$ cat src/rtl/usart_pkg.sv
// Shared USART definitions: default character size, parity encodings,
// serial line levels and the parity helper used by the TX datapath.
package usart_pkg;

  localparam int DEFAULT_DATA_WIDTH = 8;
  localparam int MAX_DATA_WIDTH     = 9;

  typedef enum logic {
    PAR_EVEN = 1'b0,
    PAR_ODD  = 1'b1
  } parity_mode_e;

  localparam logic IDLE_LEVEL  = 1'b1;
  localparam logic START_LEVEL = 1'b0;

  // Unused upper bits of the argument are zero, so they do not disturb the XOR.
  function automatic logic calc_parity(input logic [MAX_DATA_WIDTH-1:0] data,
                                       input parity_mode_e              mode);
    return (^data) ^ (mode == PAR_ODD);
  endfunction

endpackage

$ cat src/rtl/tx_udr_buffer.sv
// UDR transmit buffer: holds the character written by the CPU until the
// shift register takes it, and flags writes that overwrite an unsent character.
module tx_udr_buffer
  import usart_pkg::*;
#(
  parameter int DATA_WIDTH = DEFAULT_DATA_WIDTH
) (
  input  logic                  txclk,
  input  logic                  rst_n,
  input  logic                  wr,
  input  logic [DATA_WIDTH-1:0] wr_data,
  input  logic                  load,
  output logic [DATA_WIDTH-1:0] udr_data,
  output logic                  full,
  output logic                  wr_collision
);

  // Capture every write; the previous contents go to the shift register on a same-cycle load.
  always_ff @(posedge txclk or negedge rst_n) begin
    if (!rst_n) begin
      udr_data <= '0;
    end else if (wr) begin
      udr_data <= wr_data;
    end
  end

  // A write always leaves the buffer full; a load without a write empties it.
  always_ff @(posedge txclk or negedge rst_n) begin
    if (!rst_n) begin
      full <= 1'b0;
    end else if (wr) begin
      full <= 1'b1;
    end else if (load) begin
      full <= 1'b0;
    end
  end

  // One-cycle pulse when a write lands on a character that is not being loaded away.
  always_ff @(posedge txclk or negedge rst_n) begin
    if (!rst_n) begin
      wr_collision <= 1'b0;
    end else begin
      wr_collision <= wr & full & ~load;
    end
  end

endmodule

$ cat src/rtl/tx_datapath.sv
// USART transmit datapath: UDR buffer, shift register, bit counter, parity
// bit and the serial line mux, all sequenced by the upstream TX control FSM.
module tx_datapath
  import usart_pkg::*;
#(
  parameter int DATA_WIDTH = DEFAULT_DATA_WIDTH,
  parameter int CNT_W      = $clog2(DATA_WIDTH)
) (
  input  logic                  i_txclk,
  input  logic                  i_rst_n,
  input  logic                  i_udr_wr,
  input  logic [DATA_WIDTH-1:0] i_udr_data,
  input  logic                  i_upm0,
  input  logic                  i_start_bit_insert,
  input  logic                  i_parity_generate,
  input  logic                  i_reg_wr_or_shift,
  input  logic                  i_rewr_or_count,
  input  logic                  i_data_transmit,
  input  logic                  i_parity_insert,
  input  logic                  i_stop_bit,
  output logic                  o_txd,
  output logic                  o_data_in_udr,
  output logic                  o_last_bit_sent,
  output logic                  o_udre,
  output logic                  o_wr_collision
);

  logic                  load;
  logic [DATA_WIDTH-1:0] udr_data;
  logic                  udr_full;
  logic [DATA_WIDTH-1:0] shift_reg;
  logic [CNT_W-1:0]      bit_cnt;
  logic                  parity_bit;

  assign load = i_reg_wr_or_shift & i_rewr_or_count;

  tx_udr_buffer #(
    .DATA_WIDTH(DATA_WIDTH)
  ) u_udr_buffer (
    .txclk        (i_txclk),
    .rst_n        (i_rst_n),
    .wr           (i_udr_wr),
    .wr_data      (i_udr_data),
    .load         (load),
    .udr_data     (udr_data),
    .full         (udr_full),
    .wr_collision (o_wr_collision)
  );

  assign o_data_in_udr   = udr_full;
  assign o_udre          = ~udr_full;
  assign o_last_bit_sent = i_data_transmit & (bit_cnt == '0);

  // Shift register loads from UDR at START, then shifts right with zero fill each data cycle.
  always_ff @(posedge i_txclk or negedge i_rst_n) begin
    if (!i_rst_n) begin
      shift_reg <= '0;
    end else if (load) begin
      shift_reg <= udr_data;
    end else if (i_data_transmit) begin
      shift_reg <= shift_reg >> 1;
    end
  end

  // Bit counter restarts at the top on load and counts down to zero, where it holds.
  always_ff @(posedge i_txclk or negedge i_rst_n) begin
    if (!i_rst_n) begin
      bit_cnt <= '0;
    end else if (load) begin
      bit_cnt <= CNT_W'(DATA_WIDTH - 1);
    end else if (i_data_transmit && (bit_cnt != '0)) begin
      bit_cnt <= bit_cnt - CNT_W'(1);
    end
  end

  // Parity is computed from the character as it moves into the shift register.
  always_ff @(posedge i_txclk or negedge i_rst_n) begin
    if (!i_rst_n) begin
      parity_bit <= 1'b0;
    end else if (load && i_parity_generate) begin
      parity_bit <= calc_parity(MAX_DATA_WIDTH'(udr_data), parity_mode_e'(i_upm0));
    end
  end

  // Line mux: start beats data beats parity; stop, idle and anything undefined drive high.
  always_comb begin
    o_txd = IDLE_LEVEL;
    if (i_start_bit_insert) begin
      o_txd = START_LEVEL;
    end else if (i_data_transmit) begin
      o_txd = shift_reg[0];
    end else if (i_parity_insert) begin
      o_txd = parity_bit;
    end else if (i_stop_bit) begin
      o_txd = IDLE_LEVEL;
    end
  end

endmodule

$ cat config.mk
export PLATFORM = sky130hd
export DESIGN_NAME = tx_datapath
export DESIGN_NICKNAME = d
export VERILOG_FILES = /design/src/rtl/usart_pkg.sv /design/src/rtl/tx_udr_buffer.sv /design/src/rtl/tx_datapath.sv
export SDC_FILE = /design/constraint.sdc
export NUM_CORES = 1
export LEC_CHECK = 0
export ABC_AREA = 0
export BUFFER_PORTS_ARGS = -buffer_cell sky130_fd_sc_hd__buf_2
export CAP_MARGIN = 20
export CORE_MARGIN = 4
export CORE_UTILIZATION = 34
export CTS_BUF_LIST = sky130_fd_sc_hd__clkbuf_16
export CTS_CLUSTER_SIZE = 25
export DETAILED_ROUTE_END_ITERATION = 12
export PLACE_DENSITY = 0.67
export SYNTH_ARGS = -nofsm -noshare
export SYNTH_HDL_FRONTEND = slang
export SYNTH_SLANG_ARGS = --single-unit
export TNS_END_PERCENT = 5
$ cat constraint.sdc
create_clock -name i_txclk -period 3.3 [get_ports i_txclk]
set_clock_uncertainty 0.2 [all_clocks]
set_input_delay 0.33 -clock i_txclk [delete_from_list [all_inputs] [get_ports i_txclk]]
set_output_delay 0.33 -clock i_txclk [all_outputs]
set_load 0.02 [all_outputs]
=== Word level (Yosys, flattened, before mapping) ===
Index checks and enable logic that the tools add are counted.

* Flip-flop bits (word level): 22
* Input bits: 19
* Output and inout bits: 5
* Word-level logic and storage cells: 31

* Add/sub/neg operators: 1
* Mux-type cells: 9
* Bitwise operators: 7
* Reduce and logical (&&, ||, !) cells: 8

{| class="wikitable"
|+ Operator list
! cell !! count
|-
| 8-bit two-way mux || 2
|-
| 9-bit parity || 1
|-
| 3-bit two-way mux || 2
|-
| 2-bit nonzero test || 3
|-
| 1-bit two-way mux || 5
|-
| 1-bit bitwise AND || 4
|-
| 3-bit logical NOT || 1
|-
| 3-bit nonzero test || 1
|-
| 3-bit by 1-bit subtractor with 3-bit output (second input constant) || 1
|-
| 1-bit logical AND || 2
|-
| 1-bit inverter || 2
|-
| 1-bit XOR || 1
|}

=== Longest topological paths before layout ===
Gate-level depths: netlist of run 1.

* Depth in word-level cells: 4
* Depth in mapped cells: 6
* Depth with buffers taken out: 6

=== By module ===
From an unflattened synthesis of run 1, not the netlist that was laid out.

* Cells, all modules: 91
* Area total of the unflattened synthesis: 1063.5 µm²

{| class="wikitable"
|+ By module, submodules not included
! module !! instances !! cells each !! area each (µm²) !! sequential area each (µm²)
|-
| tx_datapath || 1 || 69 || 661.9 || 300.3
|-
| tx_udr_buffer || 1 || 22 || 401.6 || 250.2
|}

=== Worst setup path after synthesis of run 1 ===
Ideal clock, no wire load.

* Path type: input to output
* From: in i_data_transmit
* To: out o_txd
* Data arrival time: 1.197 ns
* Required time: 2.770 ns
* Slack: 1.573 ns
* Cell stages on the path: 3
* Path buffers: 1
* Path through: buf_2 -> nor2_1 -> a221oi_1

* Word-level cells in the longest chain between the ends: 2

{| class="wikitable"
|+ RTL lines
! item !! RTL line !! text
|-
| start, declared || tx_datapath.sv:18 || <nowiki>input logic i_data_transmit,</nowiki>
|-
| 1-bit two-way mux || tx_datapath.sv:90 || <nowiki>end else if (i_data_transmit) begin</nowiki>
|-
| 1-bit two-way mux || tx_datapath.sv:88 || <nowiki>if (i_start_bit_insert) begin</nowiki>
|-
| end, declared || tx_datapath.sv:21 || <nowiki>output logic o_txd,</nowiki>
|}

Every way passes these cells.

=== Worst setup path in the final report of run 1 ===
* From: reg bit_cnt[0]
* To: out o_last_bit_sent

* Word-level cells in the longest chain between the ends: 2

{| class="wikitable"
|+ RTL lines
! item !! RTL line !! text
|-
| start, declared || tx_datapath.sv:32 || <nowiki>logic [CNT_W-1:0] bit_cnt;</nowiki>
|-
| start signal, assigned || tx_datapath.sv:70 || <nowiki>bit_cnt <= CNT_W'(DATA_WIDTH - 1);</nowiki>
|-
| start signal, assigned || tx_datapath.sv:72 || <nowiki>bit_cnt <= bit_cnt - CNT_W'(1);</nowiki>
|-
| 3-bit logical NOT || tx_datapath.sv:52 || <nowiki>assign o_last_bit_sent = i_data_transmit & (bit_cnt == '0);</nowiki>
|-
| 1-bit bitwise AND || tx_datapath.sv:52 ||
|-
| end, declared || tx_datapath.sv:23 || <nowiki>output logic o_last_bit_sent,</nowiki>
|}

Every way passes these cells.

==> results.md, run 1 <==
* Status: finished clean
* Clk buf depth at 2
* Fin util at 45.2%
* R2R Setup Slk at 1.64 ns
* Post-Syn Nets at 111
* Critical path type: flop to output pin
* Wire per inst at 12.9 um
* Placed cells at 139
* Origin of the critical flop-to-flop path: bit_cnt[0]
* Mapped Cells at 90
* # setup viols final at 0
* Die area at 3940 um^2
* Crit path launch type: flop
* Syn Area/Cell at 11.3 um^2
* Static leakage at 0.619 nW
* Sequential area share after synthesis at 53.9%
* Cell area power density at 666 nW/um^2
* Crit. End Element: output pin
* # IOs at 24
* HP Class: input pin to flop
* Total CTS buffers at 3
* RSZ-0062 raised after global routing: no
* # diodes at 0
* Top Family by Delay on Critical Path: flip-flops
* Maximum Capacitance Violations at 0
* Worst-Margin Slew at 0.612 ns
* Routability cong. at 0.654
* Antenna viol nets, final at 0
* Pre-antenna DRT Iters at 4
* DRC Markers at 0
* Final nets at 135
* Num rows at 19
* Crit-path max FO at 3
* Gr usage total at 10.2%
* Vias in the first global route at 779
* Cell mode on critical path: inv_1
* R2R depth at 6
* Post-Layout Cell Count at 144
* Layout cells sized above 1 at 30.1%
* Initial Util at 36.4%
* CTS tree: yes
* Largest net degree at the start of global routing at 23
* Max Fclk at 537 MHz
* Sum Neg Setup Slack at 0 ns
* Worst min-delay path startpoint: i_udr_data[4]
* Final Hold Vio Count at 0
* Yosys reg bits at 22
* First-pass GRT wire length at 3260 um
* Post-synthesis cell type count at 23
* Vias per cell at 4.85
* Design area at 1270 um^2
* Port bufs at 22
* Final min period at 1.86 ns
* Slew Limit Fails at 0
* Clock Sinks at 22
* Reg2reg end: bit_cnt[0]
* Die Wd at 62.8 um
* Vias at 699
* Peak VDD IR at 0.295 mV
* Core Region at 2810 um^2
* CP max stage cell: dfrtp_1
* Slew headroom at 59.1%
* H-tree levels at 1
* Remaining Overflow, GRT at 0
* Total length of routed wires at 1850 um
* CP Cell Sequence: inv_1, ha_1, inv_1, nor3b_1, buf_2
* Clk root buf: clkbuf_16
* Hold EP: u_udr_buffer.udr_data[4]
* Buf/Inv on CP at 3
* Total power at 845 uW
* Clk pin slew, worst setup/hold paths at 0.06 ns
* Arrival time worst endpoint at 1.33 ns
* Mapped Area at 1020 um^2
* CP max stage delay at 0.36 ns
* Data required, critical path at 2.77 ns
* Initial drt markers at 6
* Hold path depth at 2
* Placed Area at 1150 um^2
* FILL cells at 270
* Post-DP HPWL at 1330 um
* Ys Warns at 0
* Die span in y at 62.8 um
* Cts repair resizes at 0
* Initial antenna violation count at 0
* Area Overhead vs Synth at 24.3%
* Clk Latency, worst-skew pair at 0.25 ns
* Crit share post-route at 56.4%
==> layer usage <==
metal	global-route usage [%]	wire, um
met5	0	0
met4	4.13	9
met3	2.34	80
met2	19.0	1000
met1	11.1	760
==> Yosys cell counts <==
| library cell | count | area, um^2 |
|---|---|---|
| dfrtp_1 | 22 | 551 |
| a21oi_1 | 8 | 40.0 |
| mux2_2 | 8 | 90.1 |
| nor2_1 | 8 | 30.0 |
| mux2i_1 | 7 | 70.1 |
| nand2_1 | 7 | 26.3 |
| inv_1 | 5 | 18.8 |
| xnor2_1 | 5 | 43.8 |
| clkbuf_1 | 3 | 11.3 |
| ha_1 | 2 | 25.0 |
| nand3_1 | 2 | 10.0 |
| xor2_1 | 2 | 17.5 |
| a21o_1 | 1 | 7.51 |
| a221oi_1 | 1 | 8.76 |
| and3_1 | 1 | 6.26 |
| buf_2 | 1 | 5.00 |
| nand3b_1 | 1 | 7.51 |
| nor3_1 | 1 | 5.00 |
| nor3b_1 | 1 | 7.51 |
| o211ai_1 | 1 | 7.51 |
| o21ai_0 | 1 | 5.00 |
| o21ai_1 | 1 | 5.00 |
| xnor3_1 | 1 | 22.5 |
==> worst reg2reg max path: stages, from the launching register on <==
cell and delay (ns):
dfrtp_1 0.36, inv_1 0.11, ha_1 0.18, inv_1 0.05, o21ai_0 0.37, xnor2_1 0.18, nand2_1 0.07
==> layout by cell type, fill, tap and decap left out, types with 2 or more instances in the layout <==
master     count
nand3_1        2
xnor2_1        5
ha_1           2
nand2_1        7
clkbuf_16      3
mux2i_1        7
dfrtp_1       22
mux2_2         8
buf_2         22
inv_1          5
a21oi_1        8
nor2_1         8
xor2_1         2
==> cell families after synthesis <==
logic type	synth area share, %
compound gates	7.23
xor+xnor	8.21
fa+ha+maj	2.45
buf+inv	3.43
flops	53.9
mux	15.7
simple gates	9.07
==> how the worst max path moves through the flow <==
stage,startpoint,end,slack (ns),cells past startpoint
after CTS,bit_cnt[0],o_last_bit_sent,1.42,5
final,bit_cnt[0],o_last_bit_sent,1.44,5
after global routing,bit_cnt[0],o_last_bit_sent,1.34,5
after detailed placement,i_data_transmit,o_txd,1.63,4
after global placement,i_data_transmit,o_txd,1.66,4
after floorplan,i_data_transmit,o_txd,1.57,3
==> cell type report <==
type                       count  area [um^2]  area share [%]
sequential                    22          551            43.4
clock buffer                   3         75.1            5.92
inverter                       5         18.8            1.48
timing repair buffer          23          120            9.47
clock inverter                 1         30.0            2.37
tap                           31         38.8            3.06
multi-input combinational     59          435            34.3
==> where the power goes <==
part / leakage [nW] / switching, mW / internal (mW) / total (mW)
clock network: 0.0511 / 0.0954 / 0.241 / 0.336
logic: 0.315 / 0.0791 / 0.0814 / 0.160
registers: 0.253 / 0.0309 / 0.318 / 0.349
total: 0.619 / 0.205 / 0.640 / 0.845
==> per-stage QoR <==
stage                     hold slack, ns  setup WS, ns
after floorplan                   -0.166          1.57
after global placement             0.112          1.66
after detailed placement           0.119          1.63
after CTS                          0.102          1.42
after global routing               0.105          1.34
final                              0.102          1.44
==> what timing repair did <==
| action | CTS | global route |
|---|---|---|
| setup buffers | 0 | 0 |
| endpoints found under the hold margin | 22 | 0 |
| endpoints found under the setup margin | 0 | 0 |
| hold buffers | 1 | 0 |
No activity file was read; power rests on OpenSTA's default activity.
==> run 2, diff against run 1 <==
Settings changed: ABC_AREA 0 to 1, PLACE_DENSITY 0.67 to 0.68.
Clock period 3.3 ns to 1.7 ns, I/O delays scaled along.
==> run 2 against run 1 <==
Critical path depth stayed put. Clock power grew 96%. Sequential power grew 81%. Combinational power is 81% higher. Cell count up 49%. Sequential share of layout area is 5.8 points lower. Synthesized cell count increased by 52%. Critical path type unchanged. Largest power group is now the clock network.
==> results.md, run 2 <==
* # IOs at 24
* HP Class: input pin to flop
* CP Cell Sequence: inv_1, ha_4, nand2_1, nor2_1, buf_4
* Crit-path max FO at 4
* Critical path type: flop to output pin
* Register area at 551 um^2
* Clock Sinks at 22
* Static leakage at 0.764 nW
* Core Region at 3050 um^2
* Total CTS buffers at 3
* Total length of routed wires at 2360 um
* Fraction of registers with async set/reset at 100%
* Flop pwr share at 40.0%
* Max Fclk at 619 MHz
* Crit path launch type: flop
* Yosys reg bits at 22
* Commonest non-fill, non-tap cells in the layout: 38 x nand2_1, 22 x inv_1, 22 x dfrtp_1, 21 x buf_2, 20 x o21ai_0
* Status: finished clean
* CP max stage delay at 0.35 ns
* Reg2reg end: bit_cnt[1]
* Mapped Area at 1090 um^2
* Switch Pwr at 400 uW
* Post CTS Setup Buffer Count at 0
* Power Internal at 1.18 mW
* Vias at 983
* Clk Latency, worst-skew pair at 0.26 ns
* H-tree levels at 1
* Logic pwr share at 18.3%
* Remaining Overflow, GRT at 0
* Arrival time worst endpoint at 1.25 ns
* Initial Util at 35.7%
* RSZ-0062 raised after global routing: no
* Port bufs at 22
* Crit share post-route at 95.0%
* Layout cells sized above 1 at 18.1%
* Switching share of total power at 25.3%
* Slew headroom at 67.1%
* DRC Markers at 0
* R2R depth at 6
* Syn Area/Cell at 7.95 um^2
* Worst Setup SP: bit_cnt[0]
* Clk root buf: clkbuf_16
* Worst-Margin Slew at 0.493 ns
* Num rows at 20
* Vias per cell at 4.57
* R2R Setup Slk at 0.31 ns
* # diodes at 0
* Most common cell after layout, fill and taps aside: nand2_1
* Die span in y at 64.6 um
* Die area at 4180 um^2
* DP Worst Slack at 0.262 ns
* Clock Power Share at 41.6%
* Post-synth top area cell: dfrtp_1
* Mapped Cells at 137
* Peak VDD IR at 0.357 mV
* Routability cong. at 0.732
* Final min period at 1.62 ns
* CP max stage cell: dfrtp_1
* Die Wd at 64.6 um
* First-pass GRT wire length at 4040 um
* Post-DP HPWL at 1740 um
* Ys Warns at 0
* Final nets at 193
* Slew Limit Fails at 0
* Wire per inst at 11.0 um
* # setup viols final at 0
* Sequential area share after synthesis at 50.5%
* Area contributors post-synth: dfrtp_1 51%, nand2_1 13%, o21ai_0 9.2%
* Gr usage total at 12.2%
* Area Overhead vs Synth at 34.3%
* Crit. End Element: output pin
* Vias in the first global route at 903
* Origin of the critical flop-to-flop path: bit_cnt[1]
* Area of the multi-input gates at 453 um^2
* Final worst slack at 0.0849 ns
* Pre-antenna DRT Iters at 4
* Post-synthesis cell type count at 22
* Top-area cell type share of the netlist area at 50.5%
* Data required, critical path at 1.33 ns
* Sum Neg Setup Slack at 0 ns
* Initial drt markers at 29
* Clk pin slew, worst setup/hold paths at 0.06 ns
* Antenna viol nets, final at 0
* Cell area power density at 1080 nW/um^2
* Largest net degree at the start of global routing at 23
* Final Hold Vio Count at 0
* FILL cells at 317
* Maximum Capacitance Violations at 0
* CTS tree: yes
* Number of flops mapped to enable cells by yosys at 0
* Post-synth top cells: 38 x nand2_1, 22 x dfrtp_1, 22 x inv_1
* Clk buf depth at 2
* Initial antenna violation count at 0
* Post-Syn Nets at 158
* Post-synth top flop: dfrtp_1
* Worst setup endpoint: o_last_bit_sent
* Cell with the most instances after synthesis: nand2_1
==> run 2: cell count changes in the layout (fill, tap and decap cells not counted), moves of 2 or more <==
| cell | delta |
|---|---|
| nand2_1 | +31 |
| o21ai_0 | +19 |
| inv_1 | +17 |
| dlygate4sd3_1 | +8 |
| mux2_2 | -8 |
| mux2i_1 | -7 |
| nand3_1 | +5 |
| xnor2_1 | -4 |
| a21oi_1 | -3 |
| nor2_1 | -3 |
| a22oi_1 | +2 |
| buf_4 | +2 |
==> run 2: timing repair <==
| action | in CTS | in global routing |
|---|---|---|
| hold buffers | 9 | 0 |
| setup endpoints to repair | 0 | 1 |
| resized for setup | 0 | 3 |
| hold endpoints to repair | 30 | 0 |
==> run 2: layout make-up <==
type / count / share of cell area [%]
Clock buffer: 3 / 5.13
Inverter: 24 / 6.15
Clock inverter: 1 / 2.05
Multi-Input combinational cell: 89 / 30.9
Sequential cell: 22 / 37.6
Timing Repair Buffer: 32 / 14.4
Tap cell: 44 / 3.76
==> run 2: worst min path at each step <==
stage                          from      endpoint  cells past startpoint
finish              i_data_transmit  shift_reg[1]                      3
global route        i_data_transmit  shift_reg[1]                      3
CTS                 i_data_transmit  shift_reg[1]                      3
detailed placement          i_rst_n    bit_cnt[2]                      1
global placement            i_rst_n    bit_cnt[2]                      1
floorplan                   i_rst_n    bit_cnt[0]                      0
==> run 2: stage by stage <==
stage               util [%]  cells  power (mW)  area, um^2  hold slack, ns
floorplan                  -    137       0.813        1090          -0.326
global placement        41.1    202       0.883        1250         -0.0490
detailed placement      41.1    202       0.902        1250         -0.0331
CTS                     47.5    215        1.57        1450          0.0273
global route            48.0    215        1.66        1460          0.0548
finish                  48.0    215        1.58        1460          0.0244
==> run 2: layer usage <==
metal | up-vias | GRT usage (%) | part of all wire [%] | routed length (um)
met1 | 446 | 16.1 | 46 | 1080
met2 | 26 | 19.3 | 46 | 1100
li1 | 506 | - | - | -
met3 | 5 | 1.91 | 5.2 | 123
met4 | 0 | 6.33 | 2.2 | 53
met5 | - | 0 | 0 | 0
==> run 2: kinds of logic after synthesis <==
| kind of cell | after synthesis | share of synthesized area (%) |
|---|---|---|
| simple gates | 52 | 19.1 |
| xor+xnor | 2 | 1.61 |
| fa+ha+maj | 2 | 2.30 |
| buf+inv | 26 | 9.07 |
| flops | 22 | 50.5 |
| compound gates | 33 | 17.5 |
==> run 2: power groups by stage <==
| stage | Sequential, mW | Clock (mW) | Combinational (mW) |
|---|---|---|---|
| floorplan | 0.634 | 0 | 0.179 |
| global placement | 0.636 | 0 | 0.247 |
| detailed placement | 0.641 | 0 | 0.260 |
| CTS | 0.632 | 0.664 | 0.278 |
| global route | 0.642 | 0.684 | 0.332 |
| finish | 0.633 | 0.658 | 0.290 |
==> run 2: critical path, delay by kind of cell, from the launching register on <==
| family | cells | cell delay, ns |
|---|---|---|
| buffers and inverters | 2 | 0.30 |
| and+or+nand+nor | 2 | 0.15 |
| adders and majority gates | 1 | 0.18 |
| DFF | 1 | 0.35 |
